## src/rtl/ahb_bus_arbiter_if.sv

```systemverilog
// Signal bundle between the IF/LS request ports, the ahb_bus_arbiter and the AHB-Lite fabric.
// modport master: the arbiter (it is the AHB bus master); modport slave: the surrounding masters and fabric.
`timescale 1ns/1ps
interface ahb_bus_arbiter_if #(
  parameter int ADDR_W = 32,
  parameter int DATA_W = 32
);
  // Instruction-fetch port
  logic              if_req_i;
  logic [ADDR_W-1:0] if_addr_i;
  logic              if_flush_i;
  logic              if_gnt_o;
  logic              if_rvalid_o;
  logic [DATA_W-1:0] if_rdata_o;
  logic              if_err_o;

  // Load/store port
  logic              ls_req_i;
  logic              ls_we_i;
  logic [ADDR_W-1:0] ls_addr_i;
  logic [DATA_W-1:0] ls_wdata_i;
  logic [2:0]        ls_size_i;
  logic              ls_gnt_o;
  logic              ls_rvalid_o;
  logic [DATA_W-1:0] ls_rdata_o;
  logic              ls_err_o;

  // AHB-Lite bus
  logic [ADDR_W-1:0] haddr_o;
  logic [1:0]        htrans_o;
  logic              hwrite_o;
  logic [2:0]        hsize_o;
  logic [DATA_W-1:0] hwdata_o;
  logic [DATA_W-1:0] hrdata_i;
  logic              hready_i;
  logic              hresp_i;

  modport master (
    input  if_req_i, if_addr_i, if_flush_i,
    output if_gnt_o, if_rvalid_o, if_rdata_o, if_err_o,
    input  ls_req_i, ls_we_i, ls_addr_i, ls_wdata_i, ls_size_i,
    output ls_gnt_o, ls_rvalid_o, ls_rdata_o, ls_err_o,
    output haddr_o, htrans_o, hwrite_o, hsize_o, hwdata_o,
    input  hrdata_i, hready_i, hresp_i
  );

  modport slave (
    output if_req_i, if_addr_i, if_flush_i,
    input  if_gnt_o, if_rvalid_o, if_rdata_o, if_err_o,
    output ls_req_i, ls_we_i, ls_addr_i, ls_wdata_i, ls_size_i,
    input  ls_gnt_o, ls_rvalid_o, ls_rdata_o, ls_err_o,
    input  haddr_o, htrans_o, hwrite_o, hsize_o, hwdata_o,
    output hrdata_i, hready_i, hresp_i
  );
endinterface

```

## src/rtl/ahb_bus_arbiter.sv

```systemverilog
// Two-master (IF/LS) to one-slave AHB-Lite arbiter issuing non-pipelined transfers.
// Define ARB_ROUND_ROBIN_EN for round-robin arbitration; otherwise fixed priority LS over IF.
`timescale 1ns/1ps
module ahb_bus_arbiter #(
  parameter int ADDR_W = 32,
  parameter int DATA_W = 32
) (
  input  logic              clk,
  input  logic              rst_n,
  ahb_bus_arbiter_if.master bus
);

  typedef enum logic [1:0] {ST_IDLE = 2'd0, ST_ADDR = 2'd1, ST_DATA = 2'd2} state_e;
  typedef enum logic {OWN_IF = 1'b0, OWN_LS = 1'b1} owner_e;

  localparam logic [1:0] HTRANS_IDLE   = 2'b00;
  localparam logic [1:0] HTRANS_NONSEQ = 2'b10;
  localparam logic [2:0] HSIZE_WORD    = 3'b010;

  state_e            state_q, state_d;
  owner_e            owner_q, winner;
  logic [ADDR_W-1:0] addr_q;
  logic              we_q;
  logic [2:0]        size_q;
  logic [DATA_W-1:0] wdata_q;
  logic              drop_q;

  logic              any_req, accept, done, launch;
  logic              if_done, ls_done;
  logic [DATA_W-1:0] resp_data;

  logic              if_rvalid_q, if_err_q, ls_rvalid_q, ls_err_q;
  logic [DATA_W-1:0] if_rdata_q, ls_rdata_q;

  assign any_req = bus.if_req_i | bus.ls_req_i;
  assign accept  = (state_q == ST_ADDR) & bus.hready_i;
  assign done    = (state_q == ST_DATA) & bus.hready_i;
  // A new owner is chosen from IDLE, or straight out of a completing data phase.
  assign launch  = any_req & ((state_q == ST_IDLE) | done);

`ifdef ARB_ROUND_ROBIN_EN
  owner_e last_q;

  always_comb begin
    winner = bus.ls_req_i ? OWN_LS : OWN_IF;
    if (bus.if_req_i && bus.ls_req_i)
      winner = (last_q == OWN_IF) ? OWN_LS : OWN_IF;
  end

  // last_q names the master served most recently; it moves on every grant.
  always_ff @(posedge clk or negedge rst_n) begin
    if (!rst_n)      last_q <= OWN_IF;
    else if (accept) last_q <= owner_q;
  end
`else
  assign winner = bus.ls_req_i ? OWN_LS : OWN_IF;
`endif

  // NOTE: sequential state uses non-blocking (<=) so every flop samples pre-edge values.
  always_ff @(posedge clk or negedge rst_n) begin
    if (!rst_n) state_q <= ST_IDLE;
    else        state_q <= state_d;
  end

  // NOTE: state_d gets its default before the case so no path leaves it unassigned (no latch).
  always_comb begin
    state_d = state_q;
    unique case (state_q)
      ST_IDLE: if (any_req)       state_d = ST_ADDR;
      ST_ADDR: if (bus.hready_i)  state_d = ST_DATA;
      ST_DATA: if (bus.hready_i)  state_d = any_req ? ST_ADDR : ST_IDLE;
      default:                    state_d = ST_IDLE;
    endcase
  end

  // Request fields are captured only at the launch edge; later changes by a master are ignored.
  // NOTE: datapath registers are reset too, because their reset values are visible on the bus.
  always_ff @(posedge clk or negedge rst_n) begin
    if (!rst_n) begin
      owner_q <= OWN_LS;
      addr_q  <= '0;
      we_q    <= 1'b0;
      size_q  <= HSIZE_WORD;
      wdata_q <= '0;
    end else if (launch) begin
      owner_q <= winner;
      if (winner == OWN_LS) begin
        addr_q  <= bus.ls_addr_i;
        we_q    <= bus.ls_we_i;
        size_q  <= bus.ls_size_i;
        wdata_q <= bus.ls_wdata_i;
      end else begin
        addr_q  <= bus.if_addr_i;
        we_q    <= 1'b0;
        size_q  <= HSIZE_WORD;
        wdata_q <= '0;
      end
    end
  end

  // A flush during an IF data phase kills its response; the bus transfer itself still finishes.
  always_ff @(posedge clk or negedge rst_n) begin
    if (!rst_n)
      drop_q <= 1'b0;
    else if (launch)
      drop_q <= 1'b0;
    else if ((state_q == ST_DATA) && (owner_q == OWN_IF) && bus.if_flush_i)
      drop_q <= 1'b1;
  end

  // The flush term also covers a flush that coincides with the completing cycle.
  assign if_done   = done & (owner_q == OWN_IF) & ~drop_q & ~bus.if_flush_i;
  assign ls_done   = done & (owner_q == OWN_LS);
  assign resp_data = bus.hresp_i ? '0 : bus.hrdata_i;

  always_ff @(posedge clk or negedge rst_n) begin
    if (!rst_n) begin
      if_rvalid_q <= 1'b0;
      if_err_q    <= 1'b0;
      if_rdata_q  <= '0;
      ls_rvalid_q <= 1'b0;
      ls_err_q    <= 1'b0;
      ls_rdata_q  <= '0;
    end else begin
      if_rvalid_q <= if_done;
      if_err_q    <= if_done & bus.hresp_i;
      ls_rvalid_q <= ls_done;
      ls_err_q    <= ls_done & bus.hresp_i;
      if (if_done) if_rdata_q <= resp_data;
      if (ls_done) ls_rdata_q <= resp_data;
    end
  end

  assign bus.htrans_o    = (state_q == ST_ADDR) ? HTRANS_NONSEQ : HTRANS_IDLE;
  assign bus.haddr_o     = addr_q;
  assign bus.hwrite_o    = we_q;
  assign bus.hsize_o     = size_q;
  assign bus.hwdata_o    = wdata_q;

  assign bus.if_gnt_o    = accept & (owner_q == OWN_IF);
  assign bus.ls_gnt_o    = accept & (owner_q == OWN_LS);
  assign bus.if_rvalid_o = if_rvalid_q;
  assign bus.if_err_o    = if_err_q;
  assign bus.if_rdata_o  = if_rdata_q;
  assign bus.ls_rvalid_o = ls_rvalid_q;
  assign bus.ls_err_o    = ls_err_q;
  assign bus.ls_rdata_o  = ls_rdata_q;

endmodule

```

## src/flat_wrapper.sv

```systemverilog
// flat-port wrapper written by rule: the top's interface ports become plain ports
module ahb_bus_arbiter_flat 
#(
  parameter int ADDR_W = 32,
  parameter int DATA_W = 32
)
  (clk, rst_n, bus_if_req_i, bus_if_addr_i, bus_if_flush_i, bus_if_gnt_o, bus_if_rvalid_o, bus_if_rdata_o, bus_if_err_o, bus_ls_req_i, bus_ls_we_i, bus_ls_addr_i, bus_ls_wdata_i, bus_ls_size_i, bus_ls_gnt_o, bus_ls_rvalid_o, bus_ls_rdata_o, bus_ls_err_o, bus_haddr_o, bus_htrans_o, bus_hwrite_o, bus_hsize_o, bus_hwdata_o, bus_hrdata_i, bus_hready_i, bus_hresp_i);
  ahb_bus_arbiter_if #(.ADDR_W(ADDR_W), .DATA_W(DATA_W)) bus_i ();
  input  logic clk;
  input  logic rst_n;
  input wire logic [$bits(bus_i.if_req_i)-1:0] bus_if_req_i;
  input wire logic [$bits(bus_i.if_addr_i)-1:0] bus_if_addr_i;
  input wire logic [$bits(bus_i.if_flush_i)-1:0] bus_if_flush_i;
  output wire logic [$bits(bus_i.if_gnt_o)-1:0] bus_if_gnt_o;
  output wire logic [$bits(bus_i.if_rvalid_o)-1:0] bus_if_rvalid_o;
  output wire logic [$bits(bus_i.if_rdata_o)-1:0] bus_if_rdata_o;
  output wire logic [$bits(bus_i.if_err_o)-1:0] bus_if_err_o;
  input wire logic [$bits(bus_i.ls_req_i)-1:0] bus_ls_req_i;
  input wire logic [$bits(bus_i.ls_we_i)-1:0] bus_ls_we_i;
  input wire logic [$bits(bus_i.ls_addr_i)-1:0] bus_ls_addr_i;
  input wire logic [$bits(bus_i.ls_wdata_i)-1:0] bus_ls_wdata_i;
  input wire logic [$bits(bus_i.ls_size_i)-1:0] bus_ls_size_i;
  output wire logic [$bits(bus_i.ls_gnt_o)-1:0] bus_ls_gnt_o;
  output wire logic [$bits(bus_i.ls_rvalid_o)-1:0] bus_ls_rvalid_o;
  output wire logic [$bits(bus_i.ls_rdata_o)-1:0] bus_ls_rdata_o;
  output wire logic [$bits(bus_i.ls_err_o)-1:0] bus_ls_err_o;
  output wire logic [$bits(bus_i.haddr_o)-1:0] bus_haddr_o;
  output wire logic [$bits(bus_i.htrans_o)-1:0] bus_htrans_o;
  output wire logic [$bits(bus_i.hwrite_o)-1:0] bus_hwrite_o;
  output wire logic [$bits(bus_i.hsize_o)-1:0] bus_hsize_o;
  output wire logic [$bits(bus_i.hwdata_o)-1:0] bus_hwdata_o;
  input wire logic [$bits(bus_i.hrdata_i)-1:0] bus_hrdata_i;
  input wire logic [$bits(bus_i.hready_i)-1:0] bus_hready_i;
  input wire logic [$bits(bus_i.hresp_i)-1:0] bus_hresp_i;
  assign bus_i.if_req_i = bus_if_req_i;
  assign bus_i.if_addr_i = bus_if_addr_i;
  assign bus_i.if_flush_i = bus_if_flush_i;
  assign bus_if_gnt_o = bus_i.if_gnt_o;
  assign bus_if_rvalid_o = bus_i.if_rvalid_o;
  assign bus_if_rdata_o = bus_i.if_rdata_o;
  assign bus_if_err_o = bus_i.if_err_o;
  assign bus_i.ls_req_i = bus_ls_req_i;
  assign bus_i.ls_we_i = bus_ls_we_i;
  assign bus_i.ls_addr_i = bus_ls_addr_i;
  assign bus_i.ls_wdata_i = bus_ls_wdata_i;
  assign bus_i.ls_size_i = bus_ls_size_i;
  assign bus_ls_gnt_o = bus_i.ls_gnt_o;
  assign bus_ls_rvalid_o = bus_i.ls_rvalid_o;
  assign bus_ls_rdata_o = bus_i.ls_rdata_o;
  assign bus_ls_err_o = bus_i.ls_err_o;
  assign bus_haddr_o = bus_i.haddr_o;
  assign bus_htrans_o = bus_i.htrans_o;
  assign bus_hwrite_o = bus_i.hwrite_o;
  assign bus_hsize_o = bus_i.hsize_o;
  assign bus_hwdata_o = bus_i.hwdata_o;
  assign bus_i.hrdata_i = bus_hrdata_i;
  assign bus_i.hready_i = bus_hready_i;
  assign bus_i.hresp_i = bus_hresp_i;
  ahb_bus_arbiter #(.ADDR_W(ADDR_W), .DATA_W(DATA_W)) u_core (.clk(clk), .rst_n(rst_n), .bus(bus_i));
endmodule
```

## config.mk

```make
export PLATFORM = sky130hd
export DESIGN_NAME = ahb_bus_arbiter_flat
export DESIGN_NICKNAME = d
export VERILOG_FILES = /design/src/rtl/ahb_bus_arbiter_if.sv /design/src/rtl/ahb_bus_arbiter.sv /design/src/flat_wrapper.sv
export SDC_FILE = /design/constraint.sdc
export NUM_CORES = 1
export LEC_CHECK = 0
export CELL_PAD_IN_SITES_DETAIL_PLACEMENT = 2
export CELL_PAD_IN_SITES_GLOBAL_PLACEMENT = 2
export CORE_MARGIN = 2
export CORE_UTILIZATION = 22
export CTS_CLUSTER_SIZE = 28
export DETAILED_ROUTE_END_ITERATION = 7
export PLACE_DENSITY_LB_ADDON = 0.1
export SLEW_MARGIN = 20
export SYNTH_ARGS = -nofsm -noshare
export SYNTH_HDL_FRONTEND = slang
export SYNTH_SLANG_ARGS = --single-unit
```

## constraint.sdc

```tcl
create_clock -name clk -period 1.4 [get_ports clk]
set_input_delay 0.42 -clock clk [delete_from_list [all_inputs] [get_ports clk]]
set_output_delay 0.42 -clock clk [all_outputs]
set_load 0.005 [all_outputs]
```

# --- Yosys cells after proc, flatten, opt, wreduce, memory -nomap -nowiden ---
# Cells that the tools add are included.
# W data, S select, Z words.
word_totals:
  register_bits: 140
  input_bits: 139
  elab_cells: 53
classes:
  eq_ne: 5
  muxes: 14
  bitwise: 16
  n_reduce_logical: 5
ops:
  columns: ["cell", "count"]
  rows:
  - ["$mux W32", 3]
  - ["$and A1 B1 Y1", 11]
  - ["$mux W2", 4]
  - ["$pmux W2 S3", 1]
  - ["$mux W1", 5]
  - ["$ne A2 B2 Y1 const B", 2]
  - ["$mux W3", 1]
  - ["$not A1 Y1", 3]
  - ["$reduce_and A3 Y1", 1]
  - ["$eq A2 B1 Y1 const B", 1]
  - ["$eq A2 B2 Y1 const B", 1]
  - ["$logic_and A1 B1 Y1", 2]
  - ["$logic_not A2 Y1", 1]
  - ["$ne A2 B1 Y1 const B", 1]
  - ["$or A1 B1 Y1", 2]
  - ["$reduce_bool A2 Y1", 1]

# --- Logic depth before layout (Yosys ltp) ---
# Gate-level depths: netlist (run 1).
logic_depth:
  ltp_word: 6
  ltp_mapped: 6
  depth_no_buf: 3

# --- Least setup slack after synthesis (run 1) ---
# OpenSTA, ideal clock, no wires.
synth_path:
  path_kind: "input to register"
  startpoint: "input port bus_ls_req_i"
  endpoint: "register u_core.addr_q[23] (netlist: u_core.bus.haddr_o[23])"
  setup_time_ns: 0.128
  arrival_ns: 1.534
  slack_ns: -0.262
  stages: 4
  path_cell_list: "buf_2 clkbuf_1 mux2_2 mux2_1"
synth_via:
  elab_chain_len: 2
synth_rtl:
  columns: ["element", "line", "text"]
  rows:
  - ["start, declared", "flat_wrapper.sv:18", "input wire logic [$bits(bus_i.ls_req_i)-1:0] bus_ls_req_i;"]
  - ["$mux W1 or $or A1 B1 Y1 (tied branches)", "ahb_bus_arbiter.sv:56, ahb_bus_arbiter.sv:35", null]
  - ["$mux W32 or $and A1 B1 Y1 (tied branches)", "ahb_bus_arbiter.sv:87, ahb_bus_arbiter.sv:39", null]
  - ["end signal, assigned", "ahb_bus_arbiter.sv:88", "addr_q <= bus.ls_addr_i;"]
  - ["end signal, assigned", "ahb_bus_arbiter.sv:93", "addr_q <= bus.if_addr_i;"]
  - ["end, declared", "ahb_bus_arbiter.sv:22", "logic [ADDR_W-1:0] addr_q;"]
# Several ways; a longest one is shown, not always the timed one.
# A chain may end at the register's enable or synchronous reset.

# --- Worst setup path in the final report (run 1) ---
layout_path:
  startpoint: "register u_core.state_q[1]"
  endpoint: "output port bus_ls_gnt_o"
layout_via:
  elab_chain_len: 3
layout_rtl:
  columns: ["element", "line", "text"]
  rows:
  - ["start, declared", "ahb_bus_arbiter.sv:20", "state_e state_q, state_d;"]
  - ["start signal, assigned", "ahb_bus_arbiter.sv:62", "else state_q <= state_d;"]
  - ["$eq A2 B1 Y1", "ahb_bus_arbiter.sv:36", "assign accept = (state_q == ST_ADDR) & bus.hready_i;"]
  - ["$and A1 B1 Y1", "ahb_bus_arbiter.sv:36", null]
  - ["$and A1 B1 Y1", "ahb_bus_arbiter.sv:141", "assign bus.ls_gnt_o = accept & (owner_q == OWN_LS);"]
  - ["end, declared", "flat_wrapper.sv:23", "output wire logic [$bits(bus_i.ls_gnt_o)-1:0] bus_ls_gnt_o;"]
# No other way between the ends.

==> results of run 1 <==
## area by class of cell
cell class / count / area [um^2] / share of cell area [%]
Multi-Input combinational cell: 243 / 2470 / 22.2
Clock inverter: 14 / 161 / 1.45
Sequential cell: 140 / 3510 / 31.5
Timing Repair Buffer: 445 / 4010 / 36.0
Inverter: 30 / 118 / 1.06
Tap cell: 335 / 419 / 3.77
Clock buffer: 18 / 439 / 3.95
## power by group through the flow
stage	sequential (mW)	clock [mW]	combinational (mW)
6_report	6.92	4.67	10.9
5_1_grt	7.14	4.98	11.7
4_1_cts	6.86	4.82	8.78
3_5_place_dp	6.97	0	7.97
3_3_place_gp	6.85	0	7.74
2_1_floorplan	6.95	0	2.57
## metrics by stage
step / setup TNS, ps / hold WS [ps] / total power [mW]
3_3_place_gp: -79530 / 398 / 14.6
3_5_place_dp: -83260 / 405 / 14.9
6_report: -38460 / 485 / 22.5
2_1_floorplan: -4570 / 124 / 9.52
4_1_cts: -40880 / 489 / 20.5
5_1_grt: -48180 / 511 / 23.9
## per-layer routing
metal	part of all wire, %	vias up	routed length [um]	GRT usage (%)
met4	0.84	0	218	3.56
li1	-	2393	-	-
met1	41	2671	10500	20.5
met3	7.7	18	1980	6.02
met2	51	181	13200	30.6
met5	0	-	0	0
## worst reg2reg max path, stage by stage, from the launching register on
cell,delay [ps]
dfstp_2,580
buf_6,130
buf_6,110
buf_6,90
nand4b_1,130
buf_8,190
buf_8,140
buf_12,150
o21ai_4,160
## state kept, by name, indices dropped and copies added, names as in the netlist
| register | cells |
|---|---|
| u_core.bus.haddr_o | 32 |
| u_core.bus.hwdata_o | 32 |
| u_core.bus.if_rdata_o | 32 |
| u_core.bus.ls_rdata_o | 32 |
| u_core.bus.hsize_o | 3 |
| u_core.state_q | 2 |
| u_core.bus.hwrite_o | 1 |
| u_core.bus.if_err_o | 1 |
| u_core.bus.if_rvalid_o | 1 |
| u_core.bus.ls_err_o | 1 |
| u_core.bus.ls_rvalid_o | 1 |
| u_core.drop_q | 1 |
| u_core.owner_q | 1 |
## Yosys cell counts, types with 2 or more instances
master    number  share of area, %
buf_6          3              0.59
a22o_1        35               5.4
clkbuf_1       9              0.59
mux2_2        73                14
mux2i_1       25               4.4
o21ai_0       27               2.4
inv_1         29               1.9
buf_4          3              0.39
nor2_1         6              0.39
nor2b_1        8              0.88
buf_2         13               1.1
mux2_1         5              0.98
dfstp_2        2              0.92
dfrtp_1      138                60
nand2_1       51               3.3
nand4b_1       2              0.31
## cells by family after synthesis
family	after synthesis	share of synthesized area [%]
compound gates	64	8.01
buf+inv	58	4.68
flops	140	61.3
mux	103	19.7
other cells	1	0.0656
simple gates	75	6.17
## worst min path at each step
stage          cells after the start  slack (ps)                             endpoint
2_1_floorplan                      0         120    u_core.bus.haddr_o[0]$_DFFE_PN0P_
3_3_place_gp                       1         400  u_core.bus.hwdata_o[21]$_DFFE_PN0P_
3_5_place_dp                       1         400  u_core.bus.hwdata_o[21]$_DFFE_PN0P_
4_1_cts                            3         490        u_core.state_q[0]$_DFFE_PN0P_
5_1_grt                            2         510  u_core.bus.hwdata_o[21]$_DFFE_PN0P_
6_report                           2         480  u_core.bus.hwdata_o[21]$_DFFE_PN0P_
## repair_timing
action	4_1_cts	5_1_grt
hold endpoints to repair	29	0
endpoints found under the setup margin	274	232
setup buffers	60	63
gates cloned	11	12
gates resized for setup	667	124
hold buffers	1	0
pin swaps	15	34
==> flow_summary_export.csv, run 1 <==
group,metric,value,unit
synthesis,ys_warn_count,0,
synthesis,avgSynthCellArea,13.0,um^2
place,placed_area,0.00916,mm^2
synthesis,netlist_area,0.00572,mm^2
die,die_y,165,um
detailed_routing,dr.pass1.iters,4,
pwr,netSwitchingPower,7.26,mW
clocking,cts.clk_slew.worst_paths,70,ps
sta,post-route-period-util,130,%
clocking,cts_buffers,17,
outcome,status,"finished with violations",
finish,layout_commonest_cell,"dfrtp_1",
global_routing,grt_use_total,17.4,%
synthesis,ys_ff_latch,140,
worst_setup_path,crit_slowest_cell,"dfrtp_1",
detailed_routing,route.detailed.drc,0,
clocking,tritoncts,"done",
global_routing,first_global_vias,5777,
place,dp_slack,-705,ps
worst_setup_path,end_kind,"output port",
pwr,combinationalPowerShare,48.5,%
sta,min_period,1820,ps
worst_setup_path,start_kind,"flip-flop",
place,dp_cells,1059,
synthesis,ys_types,28,
worst_setup_path,path_buf_inv,2,
sta,skew,8.70,ps
sta,setup_viol,144,
finish,layout_common_cells,"dfrtp_1 (138), clkdlybuf4s50_1 (135), buf_2 (128)",
finish,drive_above_1_share,54.9,%
finish,post-route-cell-area,0.0111,mm^2
pwr,pwr-share-seq,30.7,%
place,globalplace.congestion,0.711,
detailed_routing,detail_route.wl_per_cell,21.1,um
sta,rsz0062_at_grt,"yes",
pwr,powerDensity,2020,mW/mm^2
finish,finish.net_count,1016,
detailed_routing,drt_iter0_markers,119,
global_routing,grt_antenna_before_repair,0,
synthesis,synth_cells,441,
worst_setup_path,r2r_slack,-350,ps
die,floorplan.die_area,0.0273,mm^2
worst_setup_path,startpoint,"u_core.state_q[1]$_DFFE_PN0P_",
worst_setup_path,cp_max_fo,2,
global_routing,grt_pass1_wl,35.1,mm
worst_setup_path,r2r-start,"u_core.owner_q$_DFFE_PN1P_",
synthesis,ys_seq_area_share,61.3,%
die,rows,59,
clocking,clock_tree.root_cell,"clkbuf_16",
place,io_buffers,277,
worst_setup_path,crit_cells,4,
worst_setup_path,path_class,"reg -> out",
pwr,max-vdd-ir-drop,713,uV
run,max_cap_viol_count,0,
synthesis,synth-edff-count,0,
worst_setup_path,r2r_cells,8,
finish,postLayoutCoreUtil,43.2,%
sta,fmax,0.550,GHz
clocking,clkSinkCount,140,
sta,tightest_slew,505,ps
hold_path,hold_path.class,"in -> async",
worst_setup_path,cp_slowest_stage_delay,420,ps
outcome,violations,"setup timing",
clocking,insertion_delay,420,ps
pwr,netSwitchingFraction,32.3,%
sta,fin_ws,-418,ps
die,core_area,0.0258,mm^2
sta,max-slew-margin-rel,66.3,%
die,dieWidth,165,um
worst_setup_path,path_cells,"nor2b_4, buf_12, and3_4, buf_6",
synthesis,ys.flop_type,"dfrtp_1",
detailed_routing,ant_nets,0,
detailed_routing,drt_wl_total,25.8,mm
worst_setup_path,crit_required,980,ps
synthesis,async_flop_share,100,%
die,pin_count,279,
detailed_routing,viasPerCell,4.30,
global_routing,grt_max_degree,42,
worst_setup_path,crit_family,"flip-flops",
worst_setup_path,r2r_end,"u_core.bus.ls_rdata_o[21]$_DFFE_PN0P_",
synthesis,syn-num-nets,580,
clocking,clk_path_buf_depth,2,
detailed_routing,vias,5263,
sta,report.final.slew_viol_count,0,
pwr,internal_power,15.2,mW
global_routing,grt-ovfl-total,0,
finish,antennaDiodeCount,0,
pwr,leakagePower,5.55,nW
clocking,htree_num_levels,4,
sta,hold_violations,0,
finish,finalNonFillerCells,1225,
worst_setup_path,worstPathArrival,1400,ps
finish,area_growth,94.6,%
place,hpwl,15.3,mm
die,initial_utilization,22.2,%
pwr,pwr-share-clk,20.7,%
finish,fillCellCount,2599,
worst_setup_path,cp-endpoint,"bus_ls_gnt_o",
Power figures use the tool's default switching activity.
==> inputs of run 2 (changes only) <==
- ABC_AREA: not set -> 1
- CORE_UTILIZATION: 22 -> 20
- MAX_ROUTING_LAYER: not set -> met4
- SLEW_MARGIN: 20 -> not set
==> run 2 against run 1 <==
Largest power group unchanged. The flow still finishes with violations (setup timing). Sequential share of layout area is 0.57 points higher. Die area is 18% higher. Routed wire length is 7.0% higher. Clock skew is 7.8 ps higher. Sequential power is 2% lower. Fmax is 3.5% higher. Register-to-register slack hardly changed. Area after synthesis is 7.6% higher. Critical path type is now reg -> reg. Non-clock buffer count is 36 lower. Critical path depth is 8 higher. Clock power is 3% higher. First-iteration DRC count is 38% higher.
==> flow_summary_export.csv, run 2 <==
group,metric,value,unit
outcome,status,"finished with violations",
outcome,violations,"setup timing",
detailed_routing,drt_iter0_markers,164,
pwr,combinationalPowerShare,45.0,%
synthesis,synth_cells,782,
finish,layout_common_cells,"nand2_1 (372), dfrtp_1 (138), clkdlybuf4s50_1 (136)",
run,max_cap_viol_count,0,
global_routing,grt-ovfl-total,0,
pwr,netSwitchingFraction,35.2,%
die,rows,64,
worst_setup_path,r2r_slack,-360,ps
global_routing,first_global_vias,6932,
global_routing,use_met2,28.8,%
worst_setup_path,worstPathArrival,2070,ps
worst_setup_path,path_class,"reg -> reg",
global_routing,grt_util_met1,21.1,%
synthesis,avgSynthCellArea,7.86,um^2
worst_setup_path,cp_slowest_stage_delay,390,ps
pwr,pwr-share-seq,32.2,%
pwr,leakagePower,5.98,nW
die,die_y,179,um
synthesis,netlist_area,0.00615,mm^2
synthesis,async_flop_share,100,%
clocking,insertion_delay,430,ps
clocking,cts.clk_slew.worst_paths,70,ps
synthesis,ys.flop_type,"dfrtp_1",
clocking,cts_buffers,17,
synthesis,ys_types,17,
clocking,clk_path_buf_depth,2,
hold_path,hold_path.class,"in -> async",
detailed_routing,drt_wl_total,27.6,mm
finish,finish.net_count,1304,
clocking,clkSinkCount,140,
detailed_routing,vias,6492,
sta,skew,16.5,ps
sta,fmax,0.569,GHz
detailed_routing,dr.pass1.iters,4,
detailed_routing,detail_route.wl_per_cell,17.5,um
global_routing,grt_max_degree,43,
detailed_routing,route.detailed.drc,0,
die,dieWidth,179,um
worst_setup_path,crit_required,1710,ps
finish,postLayoutCoreUtil,35.9,%
place,hpwl,17.4,mm
worst_setup_path,crit_slowest_cell,"dfrtp_1",
worst_setup_path,r2r-start,"u_core.state_q[0]$_DFFE_PN0P_",
die,core_area,0.0304,mm^2
pwr,internal_power,13.6,mW
detailed_routing,ant_nets,0,
synthesis,yosys-top-cells-area,"dfrtp_1 (56%), nand2_1 (25%), inv_1 (4.3%)",
synthesis,syn-num-nets,921,
sta,rsz0062_at_grt,"yes",
place,io_buffers,277,
synthesis,ys_ff_latch,140,
global_routing,grt_antenna_before_repair,1,
sta,setup_viol,104,
synthesis,ys_seq_area_share,57.0,%
synthesis,synth-edff-count,0,
global_routing,grt_use_total,17.5,%
sta,post-route-period-util,125,%
sta,hold_ws,447,ps
pwr,netSwitchingPower,7.41,mW
pwr,pwr-share-clk,22.8,%
pwr,powerDensity,1930,mW/mm^2
finish,layout_commonest_cell,"nand2_1",
worst_setup_path,cp_max_fo,7,
worst_setup_path,r2r_end,"u_core.bus.ls_rdata_o[11]$_DFFE_PN0P_",
sta,report.final.slew_viol_count,0,
global_routing,use_met3,5.21,%
clocking,clock_tree.root_cell,"clkbuf_16",
worst_setup_path,end_kind,"flip-flop",
synthesis,ys_top_cells_by_count,"nand2_1 (407), dfrtp_1 (138), inv_1 (71), nor2_1 (40), nand4_1 (35)",
sta,min_period,1760,ps
global_routing,grt_pass1_wl,40.9,mm
worst_setup_path,r2r_cells,12,
detailed_routing,viasPerCell,4.12,
sta,fin_ws,-356,ps
clocking,tritoncts,"done",
finish,drive_above_1_share,30.1,%
sta,hold_violations,0,
die,pin_count,279,
synthesis,ys_warn_count,0,
place,globalplace.congestion,0.707,
synthesis,synth_top_area_share,56.2,%
finish,area_growth,77.8,%
clocking,htree_num_levels,4,
worst_setup_path,start_kind,"flip-flop",
worst_setup_path,path_cells,"inv_2, buf_4, buf_6, buf_12, nand2_4, nor2_4, buf_12, nand2_8, buf_12, buf_16, nand2_2, nand2_2",
pwr,max-vdd-ir-drop,731,uV
die,floorplan.die_area,0.0322,mm^2
synthesis,synth_top_area_cell,"dfrtp_1",
synthesis,synth.most_common_cell,"nand2_1",
global_routing,top_usage_layer,"met2",
die,initial_utilization,20.2,%
worst_setup_path,cp_common_cell,"buf_12",
run 2: changes by cell type in the layout (fill, tap and decap cells not counted), sizes merged, moves of 25 or more:
cell / delta
nand2: +358
mux2: -78
inv: +43
nor2: +38
a22o: -35
nand4: +35
buf: -31
mux2i: -25
run 2: power groups by stage:
stage,combinational [mW],sequential [mW],clock (mW)
finish,9.47,6.78,4.80
global route,10.5,7.00,5.15
CTS,8.18,6.73,4.98
detailed placement,8.24,6.85,0
global placement,8.13,6.79,0
floorplan,2.52,6.94,0
run 2: how the worst max path moves through the flow:
stage,to,startpoint,slack [ps],depth (start not counted)
3_3_place_gp,bus_ls_gnt_o,bus_hready_i,-700,4
4_1_cts,bus_if_gnt_o,u_core.state_q[0]$_DFFE_PN0P_,-390,6
5_1_grt,u_core.bus.ls_rdata_o[25]$_DFFE_PN0P_,u_core.state_q[0]$_DFFE_PN0P_,-460,12
3_5_place_dp,bus_if_gnt_o,bus_hready_i,-720,4
6_report,u_core.bus.ls_rdata_o[11]$_DFFE_PN0P_,u_core.state_q[0]$_DFFE_PN0P_,-360,12
2_1_floorplan,bus_if_gnt_o,u_core.state_q[0]$_DFFE_PN0P_,60,5
run 2: critical path: cells and delay by family, from the launching register on:
family                 cells  cell delay (ps)
AND/OR/NAND/NOR            5              440
flip-flops                 1              390
buffers and inverters      7              830
run 2: what timing repair did:
item | 4_1_cts | 5_1_grt
buffers inserted | 41 | 46
endpoints found under the setup margin | 241 | 200
pin swaps | 6 | 9
resized for setup | 587 | 63
hold buffers | 1 | 0
gates cloned | 11 | 3
endpoints found under the hold margin | 23 | 0
run 2: cells by family (layout without fill, tap and decap cells):
family                 count (synthesis)  in the layout  synth area share (%)
AOI/OAI and AO/OA                     34             34                  2.77
buffers and inverters                117            513                  8.04
DFF                                  140            140                  57.0
other                                  1              2                0.0610
and+or+nand+nor                      490            490                  32.1
run 2: through the flow:
stage,TNS [ps],setup WS (ps),instances,power (mW),instance area [um^2]
6_report,-24140,-356,1575,21.0,10900
5_1_grt,-35510,-461,1575,22.7,10900
4_1_cts,-13620,-392,1526,19.9,10300
3_5_place_dp,-55380,-723,1442,15.1,9580
3_3_place_gp,-53490,-703,1442,14.9,9580
2_1_floorplan,0,55.7,782,9.46,6150
run 2: final cells by class:
| class | instances | area (um^2) |
|---|---|---|
| diodes | 1 | 2.50 |
| clock buffers | 20 | 437 |
| clock inverters | 12 | 163 |
| fillers | 3447 | 19500 |
| inverters | 72 | 270 |
| multi-input cells | 525 | 2340 |
| flip-flops and latches | 140 | 3510 |
| well taps | 396 | 495 |
| repair buffers | 409 | 3720 |
run 2: per-layer routing:
| metal | wire length (um) | share of wire (%) | vias up |
|---|---|---|---|
| li1 | - | - | 3139 |
| met1 | 11800 | 43 | 3183 |
| met2 | 13700 | 50 | 151 |
| met3 | 1800 | 6.5 | 19 |
| met4 | 303 | 1.1 | 0 |
| met5 | 0 | 0 | - |
